`src/rtl/oned_idct_if.sv`:
```
// Vector bundle for oned_idct: enable, eight coefficients in, eight samples out.
interface oned_idct_if #(
  parameter int IN_W  = 10,
  parameter int OUT_W = 10
);
  logic                    en;
  logic                    in_valid;
  logic signed [IN_W-1:0]  d0, d1, d2, d3, d4, d5, d6, d7;
  logic                    out_valid;
  logic signed [OUT_W-1:0] xo0, xo1, xo2, xo3, xo4, xo5, xo6, xo7;

  modport master (
    output en, in_valid, d0, d1, d2, d3, d4, d5, d6, d7,
    input  out_valid, xo0, xo1, xo2, xo3, xo4, xo5, xo6, xo7
  );

  modport slave (
    input  en, in_valid, d0, d1, d2, d3, d4, d5, d6, d7,
    output out_valid, xo0, xo1, xo2, xo3, xo4, xo5, xo6, xo7
  );
endinterface

```
`src/rtl/oned_idct.sv`:
```
// 8-point 1-D inverse DCT, 3-stage pipeline: input register, even/odd partial
// sums with constant multiplies, then butterfly with round-half-up and saturation.
module oned_idct #(
  parameter int IN_W      = 10,
  parameter int OUT_W     = 10,
  parameter int COEF_FRAC = 8
) (
  input logic        clk,
  input logic        rst,
  oned_idct_if.slave bus
);
  localparam int W = IN_W + 11;
  typedef logic signed [W-1:0] acc_t;

  // Cosine magnitudes in Q8, indexed by folded angle m = ((2n+1)k mod 16).
  localparam int C1 = 126;
  localparam int C2 = 118;
  localparam int C3 = 106;
  localparam int C4 = 91;
  localparam int C5 = 71;
  localparam int C6 = 49;
  localparam int C7 = 25;
  localparam int CDC = 91;

  // Signed coefficients for output n (0..3); output 7-n reuses them with odd terms negated.
  localparam int EV2 [4] = '{ C2,  C6, -C6, -C2};
  localparam int EV4 [4] = '{ C4, -C4, -C4,  C4};
  localparam int EV6 [4] = '{ C6, -C2,  C2, -C6};
  localparam int OD1 [4] = '{ C1,  C3,  C5,  C7};
  localparam int OD3 [4] = '{ C3, -C7, -C1, -C5};
  localparam int OD5 [4] = '{ C5, -C1,  C7,  C3};
  localparam int OD7 [4] = '{ C7, -C5,  C3, -C1};

  localparam acc_t RND    = acc_t'(1 << (COEF_FRAC - 1));
  localparam acc_t SAT_HI = acc_t'((1 << (OUT_W - 1)) - 1);
  localparam acc_t SAT_LO = acc_t'(-(1 << (OUT_W - 1)));

  function automatic logic signed [OUT_W-1:0] round_sat(input acc_t v);
    acc_t r;
    r = (v + RND) >>> COEF_FRAC;
    if (r > SAT_HI) begin
      r = SAT_HI;
    end else if (r < SAT_LO) begin
      r = SAT_LO;
    end
    return r[OUT_W-1:0];
  endfunction

  logic signed [IN_W-1:0]  din     [8];
  logic signed [IN_W-1:0]  s1_d    [8];
  logic                    s1_v;
  acc_t                    dx      [8];
  acc_t                    even_c  [4];
  acc_t                    odd_c   [4];
  acc_t                    s2_e    [4];
  acc_t                    s2_o    [4];
  logic                    s2_v;
  logic signed [OUT_W-1:0] xo_c    [8];
  logic signed [OUT_W-1:0] s3_x    [8];
  logic                    s3_v;

  always_comb begin
    din[0] = bus.d0;
    din[1] = bus.d1;
    din[2] = bus.d2;
    din[3] = bus.d3;
    din[4] = bus.d4;
    din[5] = bus.d5;
    din[6] = bus.d6;
    din[7] = bus.d7;
  end

  // Stage 1: input capture
  always_ff @(posedge clk) begin
    if (rst) begin
      s1_v <= 1'b0;
      for (int unsigned k = 0; k < 8; k++) s1_d[k] <= '0;
    end else if (bus.en) begin
      s1_v <= bus.in_valid;
      for (int unsigned k = 0; k < 8; k++) s1_d[k] <= din[k];
    end
  end

  // Stage 2: even/odd partial sums
  always_comb begin
    for (int unsigned k = 0; k < 8; k++) dx[k] = acc_t'(s1_d[k]);
    for (int unsigned n = 0; n < 4; n++) begin
      even_c[n] = dx[0] * acc_t'(CDC)
                + dx[2] * acc_t'(EV2[n])
                + dx[4] * acc_t'(EV4[n])
                + dx[6] * acc_t'(EV6[n]);
      odd_c[n]  = dx[1] * acc_t'(OD1[n])
                + dx[3] * acc_t'(OD3[n])
                + dx[5] * acc_t'(OD5[n])
                + dx[7] * acc_t'(OD7[n]);
    end
  end

  always_ff @(posedge clk) begin
    if (rst) begin
      s2_v <= 1'b0;
      for (int unsigned n = 0; n < 4; n++) begin
        s2_e[n] <= '0;
        s2_o[n] <= '0;
      end
    end else if (bus.en) begin
      s2_v <= s1_v;
      for (int unsigned n = 0; n < 4; n++) begin
        s2_e[n] <= even_c[n];
        s2_o[n] <= odd_c[n];
      end
    end
  end

  // Stage 3: butterfly, round, saturate
  always_comb begin
    for (int unsigned n = 0; n < 4; n++) begin
      xo_c[n]     = round_sat(s2_e[n] + s2_o[n]);
      xo_c[7 - n] = round_sat(s2_e[n] - s2_o[n]);
    end
  end

  always_ff @(posedge clk) begin
    if (rst) begin
      s3_v <= 1'b0;
      for (int unsigned n = 0; n < 8; n++) s3_x[n] <= '0;
    end else if (bus.en) begin
      s3_v <= s2_v;
      for (int unsigned n = 0; n < 8; n++) s3_x[n] <= xo_c[n];
    end
  end

  assign bus.out_valid = s3_v;
  assign bus.xo0 = s3_x[0];
  assign bus.xo1 = s3_x[1];
  assign bus.xo2 = s3_x[2];
  assign bus.xo3 = s3_x[3];
  assign bus.xo4 = s3_x[4];
  assign bus.xo5 = s3_x[5];
  assign bus.xo6 = s3_x[6];
  assign bus.xo7 = s3_x[7];
endmodule

```
`src/flat_wrapper.sv`:
```
// flat-port wrapper written by rule: the top's interface ports become plain ports
module oned_idct_flat 
#(
  parameter int IN_W      = 10,
  parameter int OUT_W     = 10,
  parameter int COEF_FRAC = 8
)
  (clk, rst, bus_en, bus_in_valid, bus_d0, bus_d1, bus_d2, bus_d3, bus_d4, bus_d5, bus_d6, bus_d7, bus_out_valid, bus_xo0, bus_xo1, bus_xo2, bus_xo3, bus_xo4, bus_xo5, bus_xo6, bus_xo7);
  oned_idct_if #(.IN_W(IN_W), .OUT_W(OUT_W)) bus_i ();
  input logic clk;
  input logic rst;
  input wire logic [$bits(bus_i.en)-1:0] bus_en;
  input wire logic [$bits(bus_i.in_valid)-1:0] bus_in_valid;
  input wire logic [$bits(bus_i.d0)-1:0] bus_d0;
  input wire logic [$bits(bus_i.d1)-1:0] bus_d1;
  input wire logic [$bits(bus_i.d2)-1:0] bus_d2;
  input wire logic [$bits(bus_i.d3)-1:0] bus_d3;
  input wire logic [$bits(bus_i.d4)-1:0] bus_d4;
  input wire logic [$bits(bus_i.d5)-1:0] bus_d5;
  input wire logic [$bits(bus_i.d6)-1:0] bus_d6;
  input wire logic [$bits(bus_i.d7)-1:0] bus_d7;
  output wire logic [$bits(bus_i.out_valid)-1:0] bus_out_valid;
  output wire logic [$bits(bus_i.xo0)-1:0] bus_xo0;
  output wire logic [$bits(bus_i.xo1)-1:0] bus_xo1;
  output wire logic [$bits(bus_i.xo2)-1:0] bus_xo2;
  output wire logic [$bits(bus_i.xo3)-1:0] bus_xo3;
  output wire logic [$bits(bus_i.xo4)-1:0] bus_xo4;
  output wire logic [$bits(bus_i.xo5)-1:0] bus_xo5;
  output wire logic [$bits(bus_i.xo6)-1:0] bus_xo6;
  output wire logic [$bits(bus_i.xo7)-1:0] bus_xo7;
  assign bus_i.en = bus_en;
  assign bus_i.in_valid = bus_in_valid;
  assign bus_i.d0 = bus_d0;
  assign bus_i.d1 = bus_d1;
  assign bus_i.d2 = bus_d2;
  assign bus_i.d3 = bus_d3;
  assign bus_i.d4 = bus_d4;
  assign bus_i.d5 = bus_d5;
  assign bus_i.d6 = bus_d6;
  assign bus_i.d7 = bus_d7;
  assign bus_out_valid = bus_i.out_valid;
  assign bus_xo0 = bus_i.xo0;
  assign bus_xo1 = bus_i.xo1;
  assign bus_xo2 = bus_i.xo2;
  assign bus_xo3 = bus_i.xo3;
  assign bus_xo4 = bus_i.xo4;
  assign bus_xo5 = bus_i.xo5;
  assign bus_xo6 = bus_i.xo6;
  assign bus_xo7 = bus_i.xo7;
  oned_idct #(.IN_W(IN_W), .OUT_W(OUT_W), .COEF_FRAC(COEF_FRAC)) u_core (.clk(clk), .rst(rst), .bus(bus_i));
endmodule
```
`config.mk`:
```
export PLATFORM = sky130hd
export DESIGN_NAME = oned_idct_flat
export DESIGN_NICKNAME = d
export VERILOG_FILES = /design/src/rtl/oned_idct_if.sv /design/src/rtl/oned_idct.sv /design/src/flat_wrapper.sv
export SDC_FILE = /design/constraint.sdc
export NUM_CORES = 2
export LEC_CHECK = 0
export ABC_AREA = 1
export CAP_MARGIN = 30
export CORE_ASPECT_RATIO = 2
export CORE_UTILIZATION = 35
export CTS_CLUSTER_DIAMETER = 200
export DETAILED_ROUTE_END_ITERATION = 10
export PLACE_DENSITY_LB_ADDON = 0.05
export SLEW_MARGIN = 20
export SYNTH_ARGS = -nofsm -noshare
export SYNTH_HDL_FRONTEND = slang
export SYNTH_SLANG_ARGS = --single-unit
```
`constraint.sdc`:
```
create_clock -name clk -period 27.6 [get_ports clk]
set_input_delay 6.9 -clock clk [delete_from_list [all_inputs] [get_ports clk]]
set_output_delay 6.9 -clock clk [all_outputs]
set_load 0.1 [all_outputs]
```
==> out/qor.yml <==
required_ps: 27910
drv_cap: 0
final_util: 0.388
crit_top_cell: "buf_4"
path_class: "input pin to flip-flop"
ys_seq_elements: 329
worstPathCellList: "clkdlybuf4s50_1 > inv_1 > nand2_4 > buf_4 > buf_4"
finClkSkew_ps: 45.2
violations: "design-rule violations"
via_count: 55200
hold_viol: 0
synth.cell_area_mm2: 0.0688
drv_slew: 0
rr_worst_depth: 27
area_delta_synth_final_pct: 9.83
tritoncts: "done"
crit-reg2reg-capture: "u_core.s2_o[0][40]"
clockBufferDepth: 3
firstDrtPassIters: 10
cts_root_buf: "clkbuf_16"
crit_family: "buffers and inverters"
post_cts_resized: 0
max_slew_margin: 0.260
crit_buf_inv: 4
tightest_slew_ps: 1110
status: "finished, violations left"
yosysWarnings: 0
drcViolationCount: 8
rows: 229
fmax_mhz: 105
fin_crit_sh: 0.344
timing.final.crit_period_ps: 9490
synth_cell_types: 56
port_buffers: 164
drive_above_1_share: 0.0312
grt_pass1_vias: 60500
synth_cells: 8357
start_util: 0.353
arrival_ps: 9800
coreArea_mm2: 0.195
clk_latency_ps: 700
ant_nets: 0
syn_area_per_cell_um2: 8.23
die_x_um: 315
hold_path.class: "flip-flop to flip-flop"
avgViaCountPerCell: 4.94
antenna_found_initial: 4
max_stage_delay_ps: 810
worst_setup_path_start_kind: "input pin"
totalWireLength_um: 276000
synth_fp_nets: 10500
r2r_start: "u_core.s1_d[0][34]"
hp-start: "u_core.s1_v"
top_level_ports: 165
postCtsSetupBuffers: 0
reg2reg_slack_ps: 19370
path_clk_slew_ps: 70
cp-end-kind: "flip-flop"
fin_nets: 10700
cpMaxStageDelayCell: "buf_4"
crit_fanout: 70
drt_iter0_drc: 2127
ctsHoldBuffers: 0
h-tree-depth: 2
die_area_mm2: 0.198
seq_area_frac_synth: 0.143
cts_buffers: 43
clock_sinks: 329
gp_congestion: 1.04
grt_max_degree: 104
fp.dieH_um: 629
hold_path_end: "u_core.s2_v"
synthArstFlopShare: 0
hpwl_um: 247000
synth_edf_count: 326
setup_violations: 0
wl_per_cell_um: 24.7
grt_use_total: 0.283
gr-total-overflow: 0
rsz0062_at_grt: "no"
grt_pass1_wl_um: 399000
holdPathStages: 2
setup_tns_ps: 0
synth_ff_type: "edfxtp_1"
## worst register-to-register path: stages (launching register included)
cell and delay [ps]:
edfxtp_1 890, inv_1 420, fa_1 580, fa_1 490, inv_1 60, fa_1 470, ha_1 310, ha_1 370
a21oi_1 200, o21ai_1 130, a21oi_1 320, o21ai_2 110, a21oi_1 280, o21bai_1 120, xor2_1 610, inv_1 160
fa_1 610, inv_1 70, fa_1 530, inv_1 40, ha_1 340, inv_1 70, nor3_1 220, and2_1 220
nand4_1 90, nand3_1 120, o21ai_0 80, a21oi_1 180
## cells by family (layout without fill, tap and decap cells)
logic type	after synthesis	in the layout	share of synthesized area
flops	329	329	0.143
buf+inv	2126	2397	0.116
fa+ha+maj	2033	2033	0.447
other cells	0	2	0
xor+xnor	474	474	0.0609
compound gates	1373	1373	0.109
simple gates	2022	2022	0.123
## registers in the layout (all words and copies together), names as in the netlist
signal	flops
u_core.s2_v	1
u_core.s1_d	80
u_core.s3_x	80
u_core.s2_o	84
u_core.s2_e	82
u_core.bus.out_valid	1
u_core.s1_v	1
## cells in the mapped netlist (34+ instances only)
master,instances,area [um^2]
nor3_1,59,295
nand3_1,186,931
inv_1,2070,7770
a21oi_1,770,3850
a21o_1,41,308
edfxtp_1,326,9790
nor2_1,482,1810
xor2_1,286,2500
ha_1,1322,16500
clkbuf_1,36,135
o21ai_0,327,1640
o21bai_1,56,420
nand2_1,1120,4200
nand2_2,37,231
o21ai_1,34,170
xnor2_1,185,1620
fa_1,711,14200
nand4_1,45,282
## worst max-delay path by stage
stage	start	cells past startpoint	end	slack [ps]
finish	bus_en	5	u_core.s3_x[1][21]	18110
global route	bus_en	5	u_core.s2_e[1][6]	17970
CTS	bus_en	5	u_core.s2_e[1][19]	18180
detailed placement	bus_en	5	u_core.s3_x[1][23]	17430
global placement	bus_en	5	u_core.s3_x[1][21]	17420
floorplan	rst	3	u_core.s1_d[0][0]	12830
## area by class of cell
type	instances	area, um^2
inverters	2081	7820
clock buffers	49	1100
clock inverters	30	348
multi-input cells	5902	51000
well taps	2541	3180
flip-flops and latches	329	9850
diodes	2	5.00
repair buffers	237	2240
fillers	20500	119000
## metrics by stage
| stage | hold slack [ps] | setup WS (ps) | instances | instance area, um^2 |
|---|---|---|---|---|
| after floorplan | 444 | 12830 | 8357 | 68800 |
| after global placement | 468 | 17420 | 11100 | 73800 |
| after detailed placement | 461 | 17430 | 11100 | 74000 |
| after CTS | 481 | 18180 | 11200 | 75500 |
| after global routing | 509 | 17970 | 11200 | 75500 |
| final | 488 | 18110 | 11200 | 75500 |
## layout by cell type (no fill, tap or decap), types with 19 or more instances in the layout
cell type | synthesis | routed
o21a_1 | 20 | 20
a21o_1 | 41 | 41
a21oi_1 | 770 | 770
ha_1 | 1322 | 1322
nand2_1 | 1120 | 1119
nand3_1 | 186 | 186
xnor2_1 | 185 | 181
inv_1 | 2070 | 2070
a31oi_1 | 30 | 30
o31ai_1 | 24 | 24
o21ai_1 | 34 | 34
nor2_1 | 482 | 481
o21bai_1 | 56 | 56
clkdlybuf4s50_1 | 0 | 163
nand2_2 | 37 | 37
o21ai_0 | 327 | 327
buf_4 | 0 | 66
clkbuf_16 | 0 | 43
fa_1 | 711 | 711
edfxtp_1 | 326 | 326
nor4_1 | 19 | 19
xor2_1 | 286 | 284
nand4_1 | 45 | 45
nor3_1 | 59 | 59
## metal layers
| metal | GRT usage | part of all wire | vias up | wire [um] |
|---|---|---|---|---|
| met1 | 0.223 | 0.29 | 26700 | 79600 |
| met3 | 0.0298 | 0.025 | 570 | 6880 |
| met2 | 0.574 | 0.57 | 908 | 157000 |
| met5 | 0 | 0.000047 | - | 13 |
| met4 | 0.268 | 0.12 | 2 | 32600 |
| li1 | - | - | 27000 | - |
Power is left out: the tool's default activity adds up to more than one toggle a clock period on the data nets, which glitch-free logic cannot reach.
